[src/rtl/dataflow_stream_pkg.sv]
// Shared dataflow FSM types: state encodings for the stream generator and the
// gate that consumes its idx/cont pair downstream.
package dataflow_stream_pkg;

  typedef enum logic [1:0] {
    S_IDLE  = 2'b00,
    S_EMIT  = 2'b01,
    S_FINAL = 2'b10
  } stream_state_e;

  // Gate FSM: drops the head cont token, then pairs cont with value tokens.
  typedef enum logic [1:0] {
    G_DROP_HEAD = 2'b00,
    G_PASS      = 2'b01,
    G_DONE      = 2'b10
  } gate_state_e;

  localparam logic [1:0] STATE_BITS = 2'd2;

endpackage

[src/rtl/dataflow_stream.sv]
// Loop index generator: joins start/step/bound, emits N indices on idx and
// N ones followed by a single zero on cont, through a two-way fork.
module dataflow_stream
  import dataflow_stream_pkg::*;
#(
  parameter int WIDTH = 32
) (
  input  logic             clk,
  input  logic             rst_n,
  input  logic             start_valid,
  output logic             start_ready,
  input  logic [WIDTH-1:0] start_data,
  input  logic             step_valid,
  output logic             step_ready,
  input  logic [WIDTH-1:0] step_data,
  input  logic             bound_valid,
  output logic             bound_ready,
  input  logic [WIDTH-1:0] bound_data,
  output logic             idx_valid,
  input  logic             idx_ready,
  output logic [WIDTH-1:0] idx_data,
  output logic             cont_valid,
  input  logic             cont_ready,
  output logic             cont_data
);

  stream_state_e    state_q, state_d;
  logic [WIDTH-1:0] cur_q, cur_d;
  logic [WIDTH-1:0] step_q, step_d;
  logic [WIDTH-1:0] bound_q, bound_d;
  logic             idx_sent_q, idx_sent_d;
  logic             cont_sent_q, cont_sent_d;

  logic             cfg_join;
  logic             cfg_ready;
  logic             idx_done;
  logic             cont_done;
  logic [WIDTH:0]   nxt;

  assign cfg_join = start_valid & step_valid & bound_valid;
  assign nxt      = {1'b0, cur_q} + {1'b0, step_q};

  // Readies are forced low while reset is held, even though the FSM sits in IDLE.
  assign start_ready = cfg_ready & rst_n;
  assign step_ready  = cfg_ready & rst_n;
  assign bound_ready = cfg_ready & rst_n;

  always_comb begin
    state_d     = state_q;
    cur_d       = cur_q;
    step_d      = step_q;
    bound_d     = bound_q;
    idx_sent_d  = idx_sent_q;
    cont_sent_d = cont_sent_q;
    cfg_ready   = 1'b0;
    idx_valid   = 1'b0;
    idx_data    = '0;
    cont_valid  = 1'b0;
    cont_data   = 1'b0;
    idx_done    = 1'b0;
    cont_done   = 1'b0;

    case (state_q)
      S_IDLE: begin
        cfg_ready = cfg_join;
        if (cfg_join) begin
          cur_d       = start_data;
          step_d      = step_data;
          bound_d     = bound_data;
          idx_sent_d  = 1'b0;
          cont_sent_d = 1'b0;
          if ((step_data != '0) && (start_data < bound_data)) begin
            state_d = S_EMIT;
          end else begin
            state_d = S_FINAL;
          end
        end
      end

      S_EMIT: begin
        idx_valid  = ~idx_sent_q;
        idx_data   = cur_q;
        cont_valid = ~cont_sent_q;
        cont_data  = 1'b1;
        idx_done   = idx_sent_q | idx_ready;
        cont_done  = cont_sent_q | cont_ready;
        if (idx_done && cont_done) begin
          idx_sent_d  = 1'b0;
          cont_sent_d = 1'b0;
          if (nxt[WIDTH] || (nxt[WIDTH-1:0] >= bound_q)) begin
            state_d = S_FINAL;
          end else begin
            cur_d = nxt[WIDTH-1:0];
          end
        end else begin
          // Remember which half of the pair already left so it is not resent.
          idx_sent_d  = idx_done;
          cont_sent_d = cont_done;
        end
      end

      S_FINAL: begin
        cont_valid = 1'b1;
        cont_data  = 1'b0;
        if (cont_ready) begin
          state_d = S_IDLE;
        end
      end

      default: begin
        state_d = S_IDLE;
      end
    endcase
  end

  always_ff @(posedge clk or negedge rst_n) begin
    if (!rst_n) begin
      state_q     <= S_IDLE;
      cur_q       <= '0;
      step_q      <= '0;
      bound_q     <= '0;
      idx_sent_q  <= 1'b0;
      cont_sent_q <= 1'b0;
    end else begin
      state_q     <= state_d;
      cur_q       <= cur_d;
      step_q      <= step_d;
      bound_q     <= bound_d;
      idx_sent_q  <= idx_sent_d;
      cont_sent_q <= cont_sent_d;
    end
  end

endmodule

[config.mk]
export PLATFORM = sky130hd
export DESIGN_NAME = dataflow_stream
export DESIGN_NICKNAME = d
export VERILOG_FILES = /design/src/rtl/dataflow_stream_pkg.sv /design/src/rtl/dataflow_stream.sv
export SDC_FILE = /design/constraint.sdc
export NUM_CORES = 1
export LEC_CHECK = 0
export ABC_AREA = 1
export BUFFER_PORTS_ARGS = -buffer_cell sky130_fd_sc_hd__buf_4
export CORE_MARGIN = 2
export CORE_UTILIZATION = 45
export CTS_CLUSTER_DIAMETER = 60
export DETAILED_ROUTE_END_ITERATION = 8
export MAX_ROUTING_LAYER = met4
export PLACE_DENSITY = 0.68
export SLEW_MARGIN = 25
export SYNTH_ARGS = -nofsm -noshare
export SYNTH_HDL_FRONTEND = slang
export SYNTH_SLANG_ARGS = --single-unit
[constraint.sdc]
create_clock -name clk -period 8.49 [get_ports clk]
set_input_delay 1.698 -clock clk [delete_from_list [all_inputs] [get_ports clk]]
set_output_delay 1.698 -clock clk [all_outputs]
set_load 0.02 [all_outputs]
# --- Yosys cells after proc, flatten, opt, wreduce, memory -nomap -nowiden ---
# Index checks and enable logic that the tools add are counted.
classes:
  reduce_logical: 10
  muxes: 20
  bitwise: 7
  n_eq_ne: 7
  magnitude_cmp: 2
  n_addsub: 1
ops:
  columns: ["operator", "count"]
  rows:
  - ["two-way mux 32 bit", 4]
  - ["case mux 32 bit (2 select lines)", 1]
  - ["adder 32 x 32 -> 33 bit", 1]
  - ["greater-or-equal comparator 32 bit", 1]
  - ["< comparator 32 bit", 1]
  - ["nonzero test 32 bit", 1]
  - ["two-way mux 2 bit", 5]
  - ["inequality test 2 bit (second input constant)", 5]
  - ["AND reduction 4 bit", 2]
  - ["two-way mux 1 bit", 6]
  - ["case mux 1 bit (2 select lines)", 3]
  - ["case mux 2 bit (3 select lines)", 1]
  - ["AND reduction 2 bit", 2]
  - ["AND 1 bit", 3]
  - ["equality test 2 x 1 -> 1 bit (second input constant)", 1]
  - ["equality test 2 bit (second input constant)", 1]
  - ["logical AND 1 bit", 2]
  - ["logical NOT 2 bit", 1]
  - ["NOT 1 bit", 2]
  - ["bitwise OR 1 bit", 2]
  - ["nonzero test 2 bit", 1]
  - ["logical OR 1 bit", 1]
word_totals:
  input_bits: 103
  regBits: 100
  word_cells: 53
  out_inout_bits: 38

# --- Logic depth before layout (Yosys ltp) ---
# Gate-level depths: netlist of run 1.
logic_depth:
  depth_word: 6
  depth_mapped: 27
  depth_no_buf: 26

# --- Worst setup path before layout of run 1 ---
# OpenSTA, ideal clock, no wires.
synth_path:
  kind: "in2out"
  start: "input port bound_valid"
  end: "output port start_ready"
  path_slack_ps: 4127
  arrival_time_ps: 2665
  cell_stages: 6
  path_buffers: 2
  required_ps: 6792
  path_cell_list: "nand3_1 > inv_1 > nand2_1 > clkbuf_1 > nor2_1 > buf_4"
synth_via:
  elab_chain_len: 3
synth_lines:
  columns: ["item", "line", "rtl"]
  rows:
  - ["from (decl)", "dataflow_stream.sv:16", "input logic bound_valid,"]
  - ["AND 1 bit", "dataflow_stream.sv:40", "assign cfg_join = start_valid & step_valid & bound_valid;"]
  - ["two-way mux 1 bit", "dataflow_stream.sv:63", "case (state_q)"]
  - ["AND 1 bit", null, null]
  - ["to (decl)", "dataflow_stream.sv:11", "output logic start_ready,"]
# Every way passes these cells.

# --- Worst setup path after layout of run 1 ---
layout_path:
  start: "input port bound_valid"
  end: "output port step_ready"
layout_via:
  elab_chain_len: 3
layout_lines:
  columns: ["item", "line", "rtl"]
  rows:
  - ["AND 1 bit", "dataflow_stream.sv:40", null]
  - ["two-way mux 1 bit", "dataflow_stream.sv:63", null]
  - ["AND 1 bit", "dataflow_stream.sv:45", "assign step_ready = cfg_ready & rst_n;"]
  - ["to (decl)", "dataflow_stream.sv:14", "output logic step_ready,"]
# Every way passes these cells.

==> results of run 1 <==
-- per-layer routing --
| layer | vias to the layer above | track usage | routed length [um] |
|---|---|---|---|
| li1 | 4550 | - | - |
| met1 | 3818 | 0.4010 | 13370 |
| met2 | 192 | 0.3421 | 9488 |
| met3 | 21 | 0.02318 | 1072 |
| met4 | 0 | 0.06966 | 360 |
| met5 | - | - | 0 |
-- worst max-delay path: cells and delay by family --
kind | cells | cell delay, ps
buffers and inverters | 3 | 360
AND/OR/NAND/NOR | 3 | 610
-- registers in the layout (all words and copies together), names as in the netlist --
name and flops:
step_q 32, cur_q 32, cont_sent_q 1, bound_q 32, state_q 2, idx_sent_q 1
-- final cells by class --
| class | instances | area share |
|---|---|---|
| clock buffer | 13 | 0.02606 |
| clock inverter | 3 | 0.001930 |
| inverter | 280 | 0.1013 |
| multi-input combinational | 988 | 0.4925 |
| sequential | 100 | 0.2413 |
| tap | 265 | 0.03197 |
| timing repair buffer | 145 | 0.1050 |
-- where the power goes --
group	switching (W)	internal (W)	total, W
Sequential	0.000165	0.000703	0.000869
Clock	0.000182	0.000223	0.000404
Combinational	0.00181	0.00101	0.00282
-- worst max-delay path by stage --
stage,start,to,cells past startpoint
after floorplan,bound_valid,start_ready,6
after global placement,bound_valid,start_ready,6
after detailed placement,bound_valid,step_ready,6
after CTS,bound_valid,step_ready,6
after global routing,bound_valid,start_ready,6
final,bound_valid,step_ready,6
-- cell families (layout without fill, tap and decap cells) --
logic type / Yosys count / in the layout / share of synthesized area
AO/OA/AOI/OAI: 133 / 133 / 0.07776
XOR/XNOR: 15 / 15 / 0.01487
adder cells (fa/ha/maj): 99 / 99 / 0.1411
buffers and inverters: 317 / 441 / 0.1397
flip-flops: 100 / 100 / 0.2833
multiplexers: 1 / 1 / 0.001275
AND/OR/NAND/NOR: 740 / 740 / 0.3421
-- stage by stage --
stage | utilization | area (um^2)
3_5_place_dp | 0.5214 | 10080
3_3_place_gp | 0.5214 | 10080
2_1_floorplan | - | 8833
4_1_cts | 0.5364 | 10370
6_report | 0.5364 | 10370
5_1_grt | 0.5364 | 10370
-- layout by cell type, fill, tap and decap left out, types with 2 or more instances in the layout --
cell	Yosys	layout
clkbuf_16	0	9
o21ai_0	75	75
clkbuf_8	0	3
nor4_1	3	3
nand2_1	549	548
nand3_1	76	76
nor2_1	58	58
nand3b_1	4	4
nor3_1	10	10
and2_1	15	15
ha_1	98	97
o21a_1	5	5
nand4_1	19	19
inv_1	279	279
buf_4	5	145
xor2_1	15	15
dfrtp_1	100	100
clkinvlp_4	0	2
a21oi_1	50	50
nand2_4	2	3
==> results.toml, run 1 <==
[placed_design]
portBuffers = 140
post-place-ws_ps = 4088
place.gp.congestion = 0.9515
hpwl_um = 19830
place_inst = 1778

[clock_tree]
cts_setup_buffers = 0
cts_buffer_depth = 2
clockRootBuffer = "clkbuf_16"
clk_latency_ps = 360
clkTransAtPathRegs_ps = 60
cts_made_buffers = 9
cts_max_level = 3
hold_buffers = 0
ctsResizeCount = 0
cts.sink_count = 100
cts_tree = "done"

[layout]
fin_nets = 1726
synthToLayoutAreaGrowth_pct = 17.41
antenna_cells = 0
drive_gt1_frac = 0.1105
seqCellArea_mm2 = 0.002502
num-fill-cells = 2013
final_cell_count_no_fill = 1794
multiInputGateArea_mm2 = 0.005107

[routing]
wl_um = 24300
vias = 8581
wl_per_cell_um = 13.54
avgViaCountPerCell = 4.783
drc = 0
initialDrtViolationCount = 476
drt-pass1-iter-count = 5
ant_nets = 0

[timing]
holdWs_ps = 484.9
setup_viol = 0
setup_ws_ps = 4095
tightest_slew_ps = 827.4
setup-tns-final_ps = 0
rsz0062_at_grt = "no"
min_period_ps = 4395
max-slew-margin-rel = 0.4484
finalClockSkew_ps = 14.57
hold_viol_final = 0
fmaxAchievable_mhz = 227.5
slew_viol_final = 0
fin_crit_sh = 0.5176

[die]
coreArea_mm2 = 0.01933
io_pins = 141
core.rowCount = 51
start_util = 0.4569
die-height_um = 144.1
fp.dieArea_mm2 = 0.02077
die_w_um = 144.1

[yosys]
yosysUniqueCellTypes = 31
netlist_instances = 1405
synthArstFlopShare = 1.000
ys_seq_area_frac = 0.2833
ys_warn_count = 0
synth_area_leaders = "dfrtp_1 (28%), nand2_1 (23%), ha_1 (14%), inv_1 (12%), nand3_1 (4.3%)"
yosysTopAreaCellShare = 0.2833
syn_area_per_cell_um2 = 6.287
synth_ff_type = "dfrtp_1"
synth_commonest_cells = "nand2_1 (549), inv_1 (279), dfrtp_1 (100)"
synth_edf_count = 0
yosys.area.top_type = "dfrtp_1"
yosysMostFrequentCell = "nand2_1"
yosys_register_bits = 100
synth_nets = 1607
synth_area_mm2 = 0.008833

[power_and_ir_drop]
total_power_w = 0.004098
p_leak_nw = 6.446
power.density_mw_per_mm2 = 395.1
vdd.ir_drop.worst_v = 0.0001814

[worst_setup_path]
r2r_end = "cur_q[13]"
path_cells = "buf_4, nand3_1, inv_1, nand2_4, nor2_1, buf_4"
arrival_ps = 2700
criticalPathCategory = "in2out"
r2r_cells = 20
worst_path_max_delay_cell = "nor2_1"
critPathMaxStageDelay_ps = 260
cp-end-kind = "output port"
r2r_slack_ps = 4530
critPathMaxFanout = 49
start_kind = "input port"
timing.rr.start = "cur_q[0]"
crit_required_ps = 6790
crit_path_frequent_cell = "buf_4"

[global_routing]
track_usage = 0.2542
overflow = 0
antenna_found_initial = 0
first_global_vias = 7819
grt_first_pass_wirelength_um = 39740
grt_start_max_net_pins = 82

[worst_hold_path]
hold_depth = 2
whs_endpoint = "bound_q[17]"
hold_path_class = "reg2reg"
hp-start = "bound_q[17]"

[status]
outcome = "finished clean"

[flow_run]
max_cap_violations = 0
Note: power is estimated with default switching activity, not from simulation.
==> run 2, diff against run 1 <==
Settings changed: PLACE_DENSITY 0.68 to 0.7.
Clock period 8.49 ns to 3.9 ns, I/O delays scaled along.
==> run 2 against run 1 <==
  * Worst setup slack got worse by 3800 ps
  * Routed wire length increased by 3.0%
  * Largest cell class unchanged
  * Critical path type is now reg2reg
  * Die area unchanged
  * Clock skew decreased by 6.2 ps
  * Largest power group unchanged
  * Power increased by 120%
  * Hold slack improved by 3.3 ps
  * Global-route usage increased by 0.30 points
==> results.toml, run 2 (same netlist as run 1, synthesis figures left out) <==
[status]
outcome = "finished clean"

[clock_tree]
clkTransAtPathRegs_ps = 70
hold_buffers = 0
cts_buffer_depth = 2
clk_latency_ps = 360
cts.sink_count = 100
ctsResizeCount = 0
clockRootBuffer = "clkbuf_16"
cts_tree = "done"
cts_setup_buffers = 0
cts_max_level = 3
cts_made_buffers = 9

[routing]
ant_nets = 0
drc = 0
wl_um = 25030
vias = 8746
initialDrtViolationCount = 552
wl_per_cell_um = 13.89
avgViaCountPerCell = 4.853
drt-pass1-iter-count = 5

[global_routing]
track_usage = 0.2572
grt_first_pass_wirelength_um = 40180
grt_start_max_net_pins = 81
antenna_found_initial = 0
overflow = 0
first_global_vias = 7943

[layout]
drive_gt1_frac = 0.1184
multiInputGateArea_mm2 = 0.005134
num-fill-cells = 1955
layout_common_cells = "nand2_1 (548), inv_1 (279), buf_4 (152)"
layout_commonest_cell = "nand2_1"
fin_nets = 1734
antenna_cells = 0
synthToLayoutAreaGrowth_pct = 18.67
post-route-util = 0.5422
seqCellArea_mm2 = 0.002502
reg_top3 = "bound_q x32, cur_q x32, step_q x32"
final_cell_count_no_fill = 1802

[timing]
setup_viol = 0
min_period_ps = 3620
hold_viol_final = 0
rsz0062_at_grt = "no"
fmaxAchievable_mhz = 276.3
slew_viol_final = 0
fin_crit_sh = 0.9281
tightest_slew_ps = 805.9
max-slew-margin-rel = 0.4627
setup_ws_ps = 280.3
setup-tns-final_ps = 0
finalClockSkew_ps = 8.328

[worst_setup_path]
worst_path_max_delay_cell = "fa_1"
crit_path_frequent_cell = "nand2_1"
path_delay_family = "simple AND/OR/NAND/NOR gates"
start_kind = "register"
crit_required_ps = 4200
critPathMaxStageDelay_ps = 430
critPathMaxFanout = 32
criticalPathCategory = "reg2reg"
arrival_ps = 3920
cp-end-kind = "register"
worst-path-buf-inv = 1
path_cells = "ha_1, fa_1, nand3_1, nand3_1, nand3_1, nand2_1, nand2_1, nand3_1, and2_1, ha_1, nand2_1, nor2_1, nand4_1, nor4_1, nand2_1, nand3_2, nand2_8, nand2_4, buf_12, nand2_1, nand2_1"

[die]
fp.dieArea_mm2 = 0.02077
io_pins = 141
die_w_um = 144.1
die-height_um = 144.1
coreArea_mm2 = 0.01933
core.rowCount = 51
start_util = 0.4569

[placed_design]
hpwl_um = 20550
portBuffers = 140
place_inst = 1786
post-place-ws_ps = 336.7
place.gp.congestion = 1.001

[power_and_ir_drop]
vdd.ir_drop.worst_v = 0.0003648
p_leak_nw = 6.508
power.density_mw_per_mm2 = 877.5
total_power_w = 0.009198

[flow_run]
max_cap_violations = 0

[worst_hold_path]
hold_path_class = "reg2reg"
run 2: changes by cell type in the layout (fill, tap and decap cells not counted), moves of 2 or more:
| cell | delta |
|---|---|
| buf_4 | +7 |
| clkbuf_8 | -2 |
| nand3_1 | -2 |
| nand3_2 | +2 |
| nor2_1 | -2 |
| nor2_2 | +2 |
run 2: tightest hold or removal path, stage by stage (launching register included):
cell     delay [ps]
dfrtp_1         350
nand2_1          50
o21ai_0          60
run 2: layer usage:
metal	up-vias	wire length [um]	track usage
met4	0	482	0.07327
met3	26	1538	0.02450
met5	-	0	-
li1	4553	-	-
met2	253	10010	0.3554
met1	3914	13000	0.3958
run 2: worst paths after layout:
path                       depth (start not counted)  slack (ps)         from     endpoint
max                                               21         280     cur_q[0]    cur_q[25]
max in group asynchronous                          3        2190        rst_n   bound_q[9]
min in group asynchronous                          2         510        rst_n  bound_q[23]
min                                                2         490  bound_q[22]  bound_q[22]
min reg2reg                                        2         490  bound_q[22]  bound_q[22]
max reg2reg                                       21         280     cur_q[0]    cur_q[25]
run 2: per-stage QoR:
stage	hold slack [ps]	cell area, um^2
after floorplan	453.0	8833
after global placement	466.2	10150
after detailed placement	472.9	10150
after CTS	490.4	10460
after global routing	518.9	10480
final	488.2	10480
run 2: power breakdown:
part / total, W / switching, W / internal (W)
Sequential: 0.00188 / 0.000351 / 0.00153
Combinational: 0.00639 / 0.00407 / 0.00232
Clock: 0.000928 / 0.000410 / 0.000518
Total: 0.00920 / 0.00483 / 0.00436
run 2: layout make-up:
cell class | instances | area share
clock inverters | 5 | 0.005729
well taps | 265 | 0.03163
flip-flops and latches | 100 | 0.2387
inverters | 280 | 0.1003
repair buffers | 153 | 0.1108
multi-input cells | 988 | 0.4897
clock buffers | 11 | 0.02316
==> run 3, diff against run 2 <==
Settings changed: ABC_AREA 1 to 0, PLACE_DENSITY 0.7 to 0.71.
==> run 3 against run 2 <==
  * The run now ends with negative setup slack left
  * Hold slack worse by 1.6 ps
  * Sequential cell count unchanged
  * Sequential share of layout area is 0.65 points lower
  * Via count shrank 17%
  * Synthesized cell count down 39%
==> results.toml, run 3 <==
[routing]
wl_um = 23180
wl_per_cell_um = 17.07
vias = 7255
ant_nets = 0
avgViaCountPerCell = 5.342
drc = 0
initialDrtViolationCount = 485
drt-pass1-iter-count = 5

[global_routing]
first_global_vias = 7260
grt_first_pass_wirelength_um = 36430
antenna_found_initial = 0
track_usage = 0.2575
grt_start_max_net_pins = 63
overflow = 0

[power_and_ir_drop]
p_leak_nw = 5.333
power.density_mw_per_mm2 = 1131
total_power_w = 0.01219
vdd.ir_drop.worst_v = 0.0005186

[worst_setup_path]
criticalPathCategory = "reg2reg"
crit_path_start = "step_q[19]"
r2r_slack_ps = -700
crit_required_ps = 4150
r2r_end = "cur_q[26]"
cp-end-kind = "register"
timing.rr.start = "step_q[19]"
endpoint = "cur_q[26]"
arrival_ps = 4850
r2r_cells = 18
start_kind = "register"
critPathMaxFanout = 16

[yosys]
yosys.area.top_type = "dfrtp_1"
synth_area_mm2 = 0.007969
yosysTopAreaCellShare = 0.3140
ys_seq_area_frac = 0.3140
netlist_instances = 860
yosysMostFrequentCell = "dfrtp_1"
synth_ff_type = "dfrtp_1"
syn_area_per_cell_um2 = 9.266
yosysUniqueCellTypes = 67
yosys_register_bits = 100
synth_commonest_cells = "dfrtp_1 (100), ha_1 (98), inv_1 (79)"
ys_warn_count = 0
synthArstFlopShare = 1.000
synth_edf_count = 0
synth_area_leaders = "dfrtp_1 (31%), ha_1 (15%), mux2_2 (8.2%), inv_1 (3.7%), mux2_1 (3.5%)"
synth_nets = 1062

[layout]
synthToLayoutAreaGrowth_pct = 35.23
layout_common_cells = "buf_4 (285), dfrtp_1 (100), ha_1 (91)"
layout_commonest_cell = "buf_4"
antenna_cells = 0
final_cell_count_no_fill = 1358
fin_nets = 1330
drive_gt1_frac = 0.3689
reg_top3 = "bound_q x32, cur_q x32, step_q x32"
finalInstanceArea_mm2 = 0.01078
num-fill-cells = 1495

[timing]
slew_viol_final = 0
rsz0062_at_grt = "yes"
finalClockSkew_ps = 8.426
fmaxAchievable_mhz = 217.2
tightest_slew_ps = 813.5
setup-tns-final_ps = -21490
max-slew-margin-rel = 0.4577
hold_viol_final = 0
setup_viol = 34
min_period_ps = 4603
setup_ws_ps = -703.3
fin_crit_sh = 1.180

[clock_tree]
cts.sink_count = 100
clockRootBuffer = "clkbuf_16"
hold_buffers = 0
cts_made_buffers = 9
clkTransAtPathRegs_ps = 70
cts_max_level = 3
cts_buffer_depth = 2
cts_tree = "done"
clk_latency_ps = 370

[placed_design]
place.gp.congestion = 0.9620
portBuffers = 140
place_inst = 1340
post-place-ws_ps = -651.6
hpwl_um = 18810
placed_area_mm2 = 0.01038

[die]
die_w_um = 137.1
coreArea_mm2 = 0.01730
io_pins = 141
start_util = 0.4607
fp.dieArea_mm2 = 0.01879
core.rowCount = 48
die-height_um = 137.1

[status]
violations = "negative setup slack"
outcome = "finished with violations"

[flow_run]
max_cap_violations = 0

[worst_hold_path]
hold_path_class = "in2async"
==> run 3: how the worst min path moves through the flow <==
stage           startpoint     endpoint  depth (start not counted)
6_report             rst_n   step_q[22]                          2
2_1_floorplan  bound_q[10]  bound_q[10]                          2
5_1_grt        bound_q[10]  bound_q[10]                          2
3_3_place_gp    bound_q[4]   bound_q[4]                          2
4_1_cts        bound_q[16]  bound_q[16]                          2
3_5_place_dp   bound_q[17]  bound_q[17]                          2
==> run 3: per-layer routing <==
layer,vias up,track usage,share of wire
met4,0,0.05727,0.012
met5,-,-,0
met1,3446,0.3292,0.46
met3,19,0.03111,0.036
met2,158,0.4375,0.49
li1,3632,-,-
==> run 3: cell type report <==
class                      count  area (um^2)  area share
sequential                   100         2502      0.2322
inverter                      79        296.5     0.02752
tap                          225        281.5     0.02612
clock buffer                  10        239.0     0.02218
clock inverter                 6        56.30    0.005225
timing repair buffer         288         2191      0.2033
multi-input combinational    650         5210      0.4835
==> run 3: cell families after synthesis <==
kind of cell / synth area share
xor+xnor: 0.03077
flops: 0.3140
mux: 0.1286
buf+inv: 0.05684
fa+ha+maj: 0.1564
simple gates: 0.1429
compound gates: 0.1705
==> run 3: timing repair <==
item	in CTS	in global routing
pin swaps	1	2
endpoints found under the hold margin	0	0
cloned	0	0
setup buffers	0	2
setup endpoints to repair	34	34
gates resized for setup	1	20
==> run 3: power breakdown <==
group	switching [W]	leakage, nW	total (W)	internal [W]
combinational	0.00462	3.98	0.00934	0.00472
clock	0.000442	0.143	0.000906	0.000464
sequential	0.000364	1.21	0.00194	0.00158
total	0.00543	5.33	0.0122	0.00676
==> run 3: stage by stage <==
step | utilization | hold slack, ps
global placement | 0.6000 | 463.4
detailed placement | 0.6000 | 472.2
floorplan | - | 449.8
finish | 0.6230 | 486.6
CTS | 0.6178 | 487.6
global route | 0.6230 | 509.8
==> run 3: critical path: stages (launching register included) <==
cell       delay [ps]
dfrtp_1           420
ha_4              260
and3_4            190
a2111oi_4         400
o31ai_4           150
or2_2             290
o2111ai_1         260
nand2b_1          100
xor2_1            160
ha_1              290
a21oi_1           230
o21ai_1           110
a221oi_2          270
nand3_1           140
a311oi_4          300
o2111ai_2         200
o21ai_4           140
buf_12            200
mux2_2            350
